`src/rtl/ring_seq_ctrl_if.sv`:
```
// Run-control and output-handshake bundle for ring_seq_ctrl.
// master: the run requester / consumer side; slave: the sequencer.
interface ring_seq_ctrl_if #(
  parameter int CNT_W = 8
);
  logic             start;
  logic [3:0]       seed;
  logic [CNT_W-1:0] steps;
  logic             abort;
  logic             out_ready;
  logic [3:0]       val_out;
  logic             val_valid;
  logic             busy;
  logic             done;
  logic             seed_err;
  logic             wrap;

  modport master (
    output start, seed, steps, abort, out_ready,
    input  val_out, val_valid, busy, done, seed_err, wrap
  );

  modport slave (
    input  start, seed, steps, abort, out_ready,
    output val_out, val_valid, busy, done, seed_err, wrap
  );
endinterface

```
`src/rtl/ring_seq_ctrl.sv`:
```
// Ring/feedback sequence generator with a valid/ready output stream.
// A run loads a 4-bit feedback register from the seed and emits `steps`
// values, advancing once per accepted transfer, then pulses done.
module ring_seq_ctrl #(
  parameter int CNT_W = 8
) (
  input  logic            clk,
  input  logic            reset,
  ring_seq_ctrl_if.slave  bus
);

  typedef enum logic [1:0] {
    IDLE = 2'd0,
    RUN  = 2'd1,
    DONE = 2'd2
  } state_t;

  state_t           state_reg, state_next;
  logic [3:0]       q_reg, q_next;
  logic [CNT_W-1:0] cnt_reg, cnt_next;
  logic [3:0]       seed_eff_reg, seed_eff_next;
  logic             adv_reg, adv_next;
  logic             seed_err_reg, seed_err_next;

  logic [3:0]       seed_eff;
  logic [3:0]       q_adv;
  logic             xfer;

  // A zero seed would lock the register at zero, so it is replaced by 0001.
  assign seed_eff = (bus.seed == 4'b0000) ? 4'b0001 : bus.seed;

  // Shift toward bit 0 with Q[0]^Q[1] fed back into bit 3 (period 15).
  assign q_adv = {q_reg[0] ^ q_reg[1], q_reg[3], q_reg[2], q_reg[1]};

  // Abort wins over out_ready, so an aborting edge never transfers.
  assign xfer = (state_reg == RUN) && bus.out_ready && !bus.abort;

  // Next-state and datapath updates; everything holds unless changed below.
  always_comb begin
    state_next    = state_reg;
    q_next        = q_reg;
    cnt_next      = cnt_reg;
    seed_eff_next = seed_eff_reg;
    adv_next      = adv_reg;
    seed_err_next = seed_err_reg;
    case (state_reg)
      IDLE: begin
        if (bus.start) begin
          q_next        = seed_eff;
          seed_eff_next = seed_eff;
          cnt_next      = bus.steps;
          adv_next      = 1'b0;
          seed_err_next = (bus.seed == 4'b0000);
          state_next    = (bus.steps == '0) ? DONE : RUN;
        end
      end
      RUN: begin
        if (bus.abort) begin
          state_next = IDLE;
        end else if (xfer) begin
          q_next   = q_adv;
          adv_next = 1'b1;
          if (cnt_reg <= CNT_W'(1)) begin
            cnt_next   = '0;
            state_next = DONE;
          end else begin
            cnt_next = cnt_reg - CNT_W'(1);
          end
        end
      end
      DONE: begin
        state_next = IDLE;
      end
      default: begin
        state_next = IDLE;
      end
    endcase
  end

  // State and datapath registers with asynchronous active-low reset.
  always_ff @(posedge clk or negedge reset) begin
    if (!reset) begin
      state_reg    <= IDLE;
      q_reg        <= 4'b0001;
      cnt_reg      <= '0;
      seed_eff_reg <= 4'b0001;
      adv_reg      <= 1'b0;
      seed_err_reg <= 1'b0;
    end else begin
      state_reg    <= state_next;
      q_reg        <= q_next;
      cnt_reg      <= cnt_next;
      seed_eff_reg <= seed_eff_next;
      adv_reg      <= adv_next;
      seed_err_reg <= seed_err_next;
    end
  end

  assign bus.val_out   = q_reg;
  assign bus.val_valid = (state_reg == RUN);
  assign bus.busy      = (state_reg != IDLE);
  assign bus.done      = (state_reg == DONE);
  assign bus.seed_err  = seed_err_reg;
  assign bus.wrap      = (state_reg == RUN) && adv_reg && (q_reg == seed_eff_reg);

endmodule

```
`src/flat_wrapper.sv`:
```
// flat-port wrapper written by rule: the top's interface ports become plain ports
module ring_seq_ctrl_flat 
#(
  parameter int CNT_W = 8
)
  (clk, reset, bus_start, bus_seed, bus_steps, bus_abort, bus_out_ready, bus_val_out, bus_val_valid, bus_busy, bus_done, bus_seed_err, bus_wrap);
  ring_seq_ctrl_if #(.CNT_W(CNT_W)) bus_i ();
  input  logic clk;
  input  logic reset;
  input wire logic [$bits(bus_i.start)-1:0] bus_start;
  input wire logic [$bits(bus_i.seed)-1:0] bus_seed;
  input wire logic [$bits(bus_i.steps)-1:0] bus_steps;
  input wire logic [$bits(bus_i.abort)-1:0] bus_abort;
  input wire logic [$bits(bus_i.out_ready)-1:0] bus_out_ready;
  output wire logic [$bits(bus_i.val_out)-1:0] bus_val_out;
  output wire logic [$bits(bus_i.val_valid)-1:0] bus_val_valid;
  output wire logic [$bits(bus_i.busy)-1:0] bus_busy;
  output wire logic [$bits(bus_i.done)-1:0] bus_done;
  output wire logic [$bits(bus_i.seed_err)-1:0] bus_seed_err;
  output wire logic [$bits(bus_i.wrap)-1:0] bus_wrap;
  assign bus_i.start = bus_start;
  assign bus_i.seed = bus_seed;
  assign bus_i.steps = bus_steps;
  assign bus_i.abort = bus_abort;
  assign bus_i.out_ready = bus_out_ready;
  assign bus_val_out = bus_i.val_out;
  assign bus_val_valid = bus_i.val_valid;
  assign bus_busy = bus_i.busy;
  assign bus_done = bus_i.done;
  assign bus_seed_err = bus_i.seed_err;
  assign bus_wrap = bus_i.wrap;
  ring_seq_ctrl #(.CNT_W(CNT_W)) u_core (.clk(clk), .reset(reset), .bus(bus_i));
endmodule
```
`config.mk`:
```
export PLATFORM = sky130hd
export DESIGN_NAME = ring_seq_ctrl_flat
export DESIGN_NICKNAME = d
export VERILOG_FILES = /design/src/rtl/ring_seq_ctrl_if.sv /design/src/rtl/ring_seq_ctrl.sv /design/src/flat_wrapper.sv
export SDC_FILE = /design/constraint.sdc
export NUM_CORES = 1
export LEC_CHECK = 0
export BUFFER_PORTS_ARGS = -buffer_cell sky130_fd_sc_hd__buf_4
export CORE_MARGIN = 2
export CORE_UTILIZATION = 50
export CTS_CLUSTER_SIZE = 24
export DETAILED_ROUTE_END_ITERATION = 10
export PLACE_DENSITY = 0.75
export SLEW_MARGIN = 20
export SYNTH_ARGS = -nofsm -noshare
export SYNTH_HDL_FRONTEND = slang
export SYNTH_SLANG_ARGS = --single-unit
```
`constraint.sdc`:
```
create_clock -name clk -period 2.1 [get_ports clk]
set_input_delay 0.105 -clock clk [delete_from_list [all_inputs] [get_ports clk]]
set_output_delay 0.105 -clock clk [all_outputs]
set_load 0.05 [all_outputs]
```
; ---- Yosys cells after proc, flatten, opt, wreduce, memory -nomap -nowiden
; Index checks and enable logic that the tools add are counted.
[word_totals]
reg_bits = 20
inputBits = 17
output_inout_bits = 9
wordCells = 50
[classes]
add_sub_neg = 1
magnitude_cmp = 1
n_eq_ne = 8
muxes = 20
bitwise_logic = 1
reduce_logical = 13
[op_table]
columns = cell, count
row1 = $mux 8, 4
row2 = $mux 4, 4
row3 = $pmux 8 s2, 1
row4 = $mux 2, 5
row5 = $le 8x1->1 const B, 1
row6 = $logic_not 8->1, 1
row7 = $pmux 4 s2, 1
row8 = $sub 8x1->8 const B, 1
row9 = $ne 3x2->1 const B, 2
row10 = $eq 4x4->1, 1
row11 = $logic_and 1x1->1, 4
row12 = $logic_not 4->1, 1
row13 = $ne 2x2->1 const B, 2
row14 = $pmux 2 s2, 1
row15 = $reduce_and 4->1, 1
row16 = $reduce_bool 2->1, 2
row17 = $mux 1, 3
row18 = $reduce_and 3->1, 1
row19 = $eq 2x1->1 const B, 1
row20 = $eq 2x2->1 const B, 1
row21 = $logic_not 2->1, 1
row22 = $ne 2x1->1 const B, 1
row23 = $pmux 1 s2, 1
row24 = $reduce_and 2->1, 1
row25 = other kinds (2), 2

; ---- Longest topological paths before layout
[depth]
ltp_word = 6
ltp_mapped = 6
mapped_depth_nobuf = 6

; ---- Worst setup path after synthesis
; No wires, ideal clock.
[synth_timing]
path_type = reg-to-output
from = reg u_core.state_reg[1]
to = out bus_wrap
arrival_ns = 2.582
slack_ns = -0.587
path_stages_with_launch = 6
n_path_buf = 1
path_cell_list = dfrtp_1 > nand2b_1 > buf_2 > clkinv_1 > nand3_1 > nor4_1
[synth_between]
elab_chain_cells = 3
[synth_lines]
columns = element, line_no
row1 = from (decl), ring_seq_ctrl.sv:18  ; state_t state_reg, state_next;
row2 = from (signal assigned), ring_seq_ctrl.sv:90  ; state_reg <= state_next;
row3 = $eq 2x1->1, --
row4 = named net bus_val_valid, flat_wrapper.sv:16  ; output wire logic [$bits(bus_i.val_valid)-1:0] bus_val_valid;
row5 = $logic_and 1x1->1 (2 in a row), ring_seq_ctrl.sv:104  ; assign bus.wrap = (state_reg == RUN) && adv_reg && (q_reg == seed_eff_reg);
row6 = to (decl), flat_wrapper.sv:20  ; output wire logic [$bits(bus_i.wrap)-1:0] bus_wrap;
; The timed path passes the listed nets, and every way through them passes these cells.

; ---- Worst setup path after layout
[layout_timing]
from = reg u_core.cnt_reg[0]
to = reg u_core.cnt_reg[6]
[layout_between]
elab_chain_cells = 5
word_cells_on_any_way = 6
classes_between = add/sub (1) / order compare (1) / mux (4)
[layout_lines]
columns = element, line_no
row1 = from (decl), ring_seq_ctrl.sv:20  ; logic [CNT_W-1:0] cnt_reg, cnt_next;
row2 = from (signal assigned), ring_seq_ctrl.sv:92  ; cnt_reg <= cnt_next;
row3 = $sub 8x1->8 or $le 8x1->1 (tied branches), "ring_seq_ctrl.sv:67, ring_seq_ctrl.sv:63"
row4 = $mux 8 (*), ring_seq_ctrl.sv:63  ; if (cnt_reg <= CNT_W'(1)) begin
row5 = $mux 8 (*), ring_seq_ctrl.sv:60  ; end else if (xfer) begin
row6 = $mux 8 (*), ring_seq_ctrl.sv:58  ; if (bus.abort) begin
row7 = $pmux 8 s2 (*), ring_seq_ctrl.sv:46  ; case (state_reg)
; Mark *: on every way between the ends. The rest lies on a longest branch, timed or not. The select of a mux whose other input is x is not followed.
; A chain may end at the register's enable or synchronous reset.

==> summary.txt <==
Floorplan
  • Die width: 52.2 µm
  • Core area: 2210 µm²
  • Total Die Area: 2730 µm²
  • Die Ht: 52.2 µm
  • # rows: 17
  • Initial core utilization: 0.525
  • # IOs: 26

Yosys
  • Synthesized area: 1160 µm²
  • Synthesized Nets: 150
  • Synthesis warning total: 0
  • Adder-cell share of the synthesized area: 0.0215
  • Synth Area in Compound Gates: 0.223
  • Synthesized instance count: 131
  • Flops & latches, synth: 20
  • Synth Area per Inst: 8.87 µm²
  • Seq/Total Area, Yosys: 0.433
  • Largest family of logic cells by synthesized area: simple AND/OR/NAND/NOR gates
  • Simple-gate share of the synthesized area: 0.243
  • Multiplexer share of the synthesized area: 0
  • Xor and xnor area share after synthesis: 0.0377
  • Unique masters post-synth: 41

Power and ir drop
  • Flop pwr share: 0.322
  • Psw: 1.12 mW
  • Internal Power: 1.24 mW
  • Clock power frac: 0.134
  • Sw Ratio: 0.474
  • Comb pwr share: 0.544
  • Leakage Power: 0.678 nW
  • Max VDD drop: 0.979 mV
  • Pwr Density: 1620 nW/µm²
  • Overall power: 2.36 mW

Clock tree
  • Sink Count: 20
  • Clock root buffer: clkbuf_4
  • Worst skew pair latency: 0.30 ns
  • CTS tree: built
  • CTS Buf Count: 3
  • PostCTS Resize Cnt: 0
  • Clock slew at reported path FFs: 0.12 ns
  • CTS H-tree lvls: 1
  • Max clock buf depth: 2

Routing
  • Post-route ant nets: 0
  • WL/cell: 14.9 µm
  • Final wirelength: 2790 µm
  • Initial detailed-routing violation count: 26
  • DRC viols: 0
  • DR vias: 1,077
  • Vias per inst: 5.76
  • Pre-Repair DR Iteration Count: 5

Critical path
  • Slowest cell on crit path: or3b_2
  • Crit Path Class: reg2reg
  • Critical Path RT: 2.30 ns
  • Max incr delay on CP: 0.51 ns
  • Crit path DAT: 2.15 ns
  • Critical path endpoint category: flip-flop
  • Max Fanout on Critical Path: 6
  • Startpoint type of the worst setup path: flip-flop
  • Worst-path cell chain: inv_1 > ha_1 > or3b_2 > nor3_1 > o21ai_2 > a211o_1

Timing
  • Post-route clock period utilization: 0.925
  • Worst Slack Setup Final: 0.157 ns
  • Setup TNS: 0 ns
  • Relative slew slack: 0.648
  • Crit path time final: 1.94 ns
  • Hold Vio Cnt, Final: 0
  • Worst slew pin tran: 0.526 ns
  • RSZ-0062 raised after global routing: no
  • Final Setup Violations: 0
  • Fin Clk Skew: 0.00242 ns
  • Max-slew violation count: 0
  • Max frequency: 0.515 GHz

Finish
  • Area Overhead vs Synth: 25.4%
  • Final Cell Area: 1460 µm²
  • Antenna cell count: 0
  • Max FFs per register: 8
  • Fin util: 0.659
  • Nets: 179
  • Share of cells above drive strength 1: 0.252

Job
  • Max-Cap Viols: 0

Placement
  • Area after DPL: 1390 µm²
  • GPL Wtd Cong: 0.973
  • DP Worst Slack: 0.212 ns
  • Buffers on Ports: 25
  • HPWL Detailed: 2030 µm

Min path
  • Type of the most critical hold path: in2reg

Global routing
  • Initial antenna violation count: 0
  • Largest net degree at the start of global routing: 21
  • Vias in the first global route: 1,034
  • GRT overflow: 0
  • Global-route wire length before repair: 4630 µm
  • GRT Util Overall: 0.231

Status
  • Status: completed
repair_timing:
item,CTS,global route
endpoints found under the setup margin,0,0
hold buffers,2,0
hold endpoints to repair,21,0
buffers inserted,0,0
logic make-up (layout without fill, tap and decap cells):
kind of cell | Yosys count | count (layout)
AND/OR/NAND/NOR | 59 | 59
adder cells (fa/ha/maj) | 2 | 2
XOR/XNOR | 5 | 5
AO/OA/AOI/OAI | 35 | 35
buffers and inverters | 10 | 38
flip-flops | 20 | 20
cell usage after synthesis, drive strengths merged:
cell type | number | area [µm²]
ha | 2 | 25.0
nor2 | 14 | 52.6
a21oi | 3 | 15.0
buf | 4 | 26.3
xnor2 | 2 | 17.5
o31ai | 3 | 36.3
o41ai | 1 | 8.76
or3 | 2 | 12.5
xor2 | 3 | 26.3
nand3 | 1 | 5.00
nor3b | 1 | 12.5
and3 | 1 | 6.26
or4 | 3 | 22.5
a211oi | 2 | 15.0
clkbuf | 1 | 3.75
a22o | 4 | 36.3
a21o | 2 | 15.0
a2bb2oi | 3 | 26.3
nor3 | 5 | 25.0
clkinv | 1 | 3.75
dfrtp | 18 | 450
o21bai | 1 | 7.51
dfstp | 2 | 52.6
or2 | 1 | 6.26
a31oi | 3 | 18.8
nor2b | 1 | 6.26
o2111ai | 1 | 8.76
nand2 | 24 | 90.1
o311ai | 1 | 8.76
inv | 4 | 15.0
or3b | 1 | 8.76
o21ai | 10 | 53.8
nor4bb | 1 | 10.0
nand2b | 2 | 12.5
nor4 | 2 | 12.5
a211o | 1 | 8.76
layer usage:
metal / share of wire / GRT usage
met2: 0.50 / 0.365
met5: 0 / 0
met3: 0.064 / 0.0371
met4: 0.0083 / 0.0897
met1: 0.43 / 0.316
power groups by stage:
stage	registers (mW)	clock network, mW	logic [mW]
finish	0.761	0.318	1.29
global route	0.791	0.341	1.40
CTS	0.757	0.321	1.29
detailed placement	0.764	0	1.28
global placement	0.751	0	1.25
floorplan	0.866	0	0.867
critical path: cells and delay by family (launching register included):
| family | cells | cell delay (ns) |
|---|---|---|
| fa+ha+maj | 1 | 0.22 |
| compound gates | 2 | 0.36 |
| buf+inv | 1 | 0.10 |
| flops | 1 | 0.45 |
| simple gates | 2 | 0.71 |
metrics by stage:
| step | cells | hold slack [ns] |
|---|---|---|
| global placement | 181 | 0.00155 |
| CTS | 187 | 0.00394 |
| global route | 187 | 0.00470 |
| detailed placement | 181 | 0.00174 |
| floorplan | 131 | -0.191 |
| finish | 187 | 0.00477 |
final timing paths:
kind	startpoint	slack, ns	to	cells past startpoint
min in group asynchronous	reset	0.20	u_core.cnt_reg[4]$_DFFE_PN0P_	2
setup / recovery	u_core.cnt_reg[0]$_DFFE_PN0P_	0.16	u_core.cnt_reg[6]$_DFFE_PN0P_	6
setup reg to reg	u_core.cnt_reg[0]$_DFFE_PN0P_	0.16	u_core.cnt_reg[6]$_DFFE_PN0P_	6
max in group asynchronous	reset	1.64	u_core.seed_eff_reg[0]$_DFFE_PN1P_	2
hold reg to reg	u_core.cnt_reg[6]$_DFFE_PN0P_	0.50	u_core.cnt_reg[6]$_DFFE_PN0P_	1
hold / removal	bus_seed[3]	0.005	u_core.seed_eff_reg[3]$_DFFE_PN0P_	3
final cells by class:
cell class                      count  area, µm²
Fill cell                         194        754
Multi-Input combinational cell    101        626
Sequential cell                    20        503
Timing Repair Buffer               29        223
Tap cell                           28       35.0
Clock inverter                      1       30.0
Clock buffer                        3       22.5
Inverter                            5       18.8
placed cells by master (no fill, tap or decap), drive strengths merged, types with 4 or more instances in the layout:
cell / netlist / final
nor2: 14 / 14
dfrtp: 18 / 18
inv: 4 / 4
o21ai: 10 / 10
nor3: 5 / 5
a22o: 4 / 4
buf: 4 / 27
nand2: 24 / 24
(Power assumes the default switching activity.)
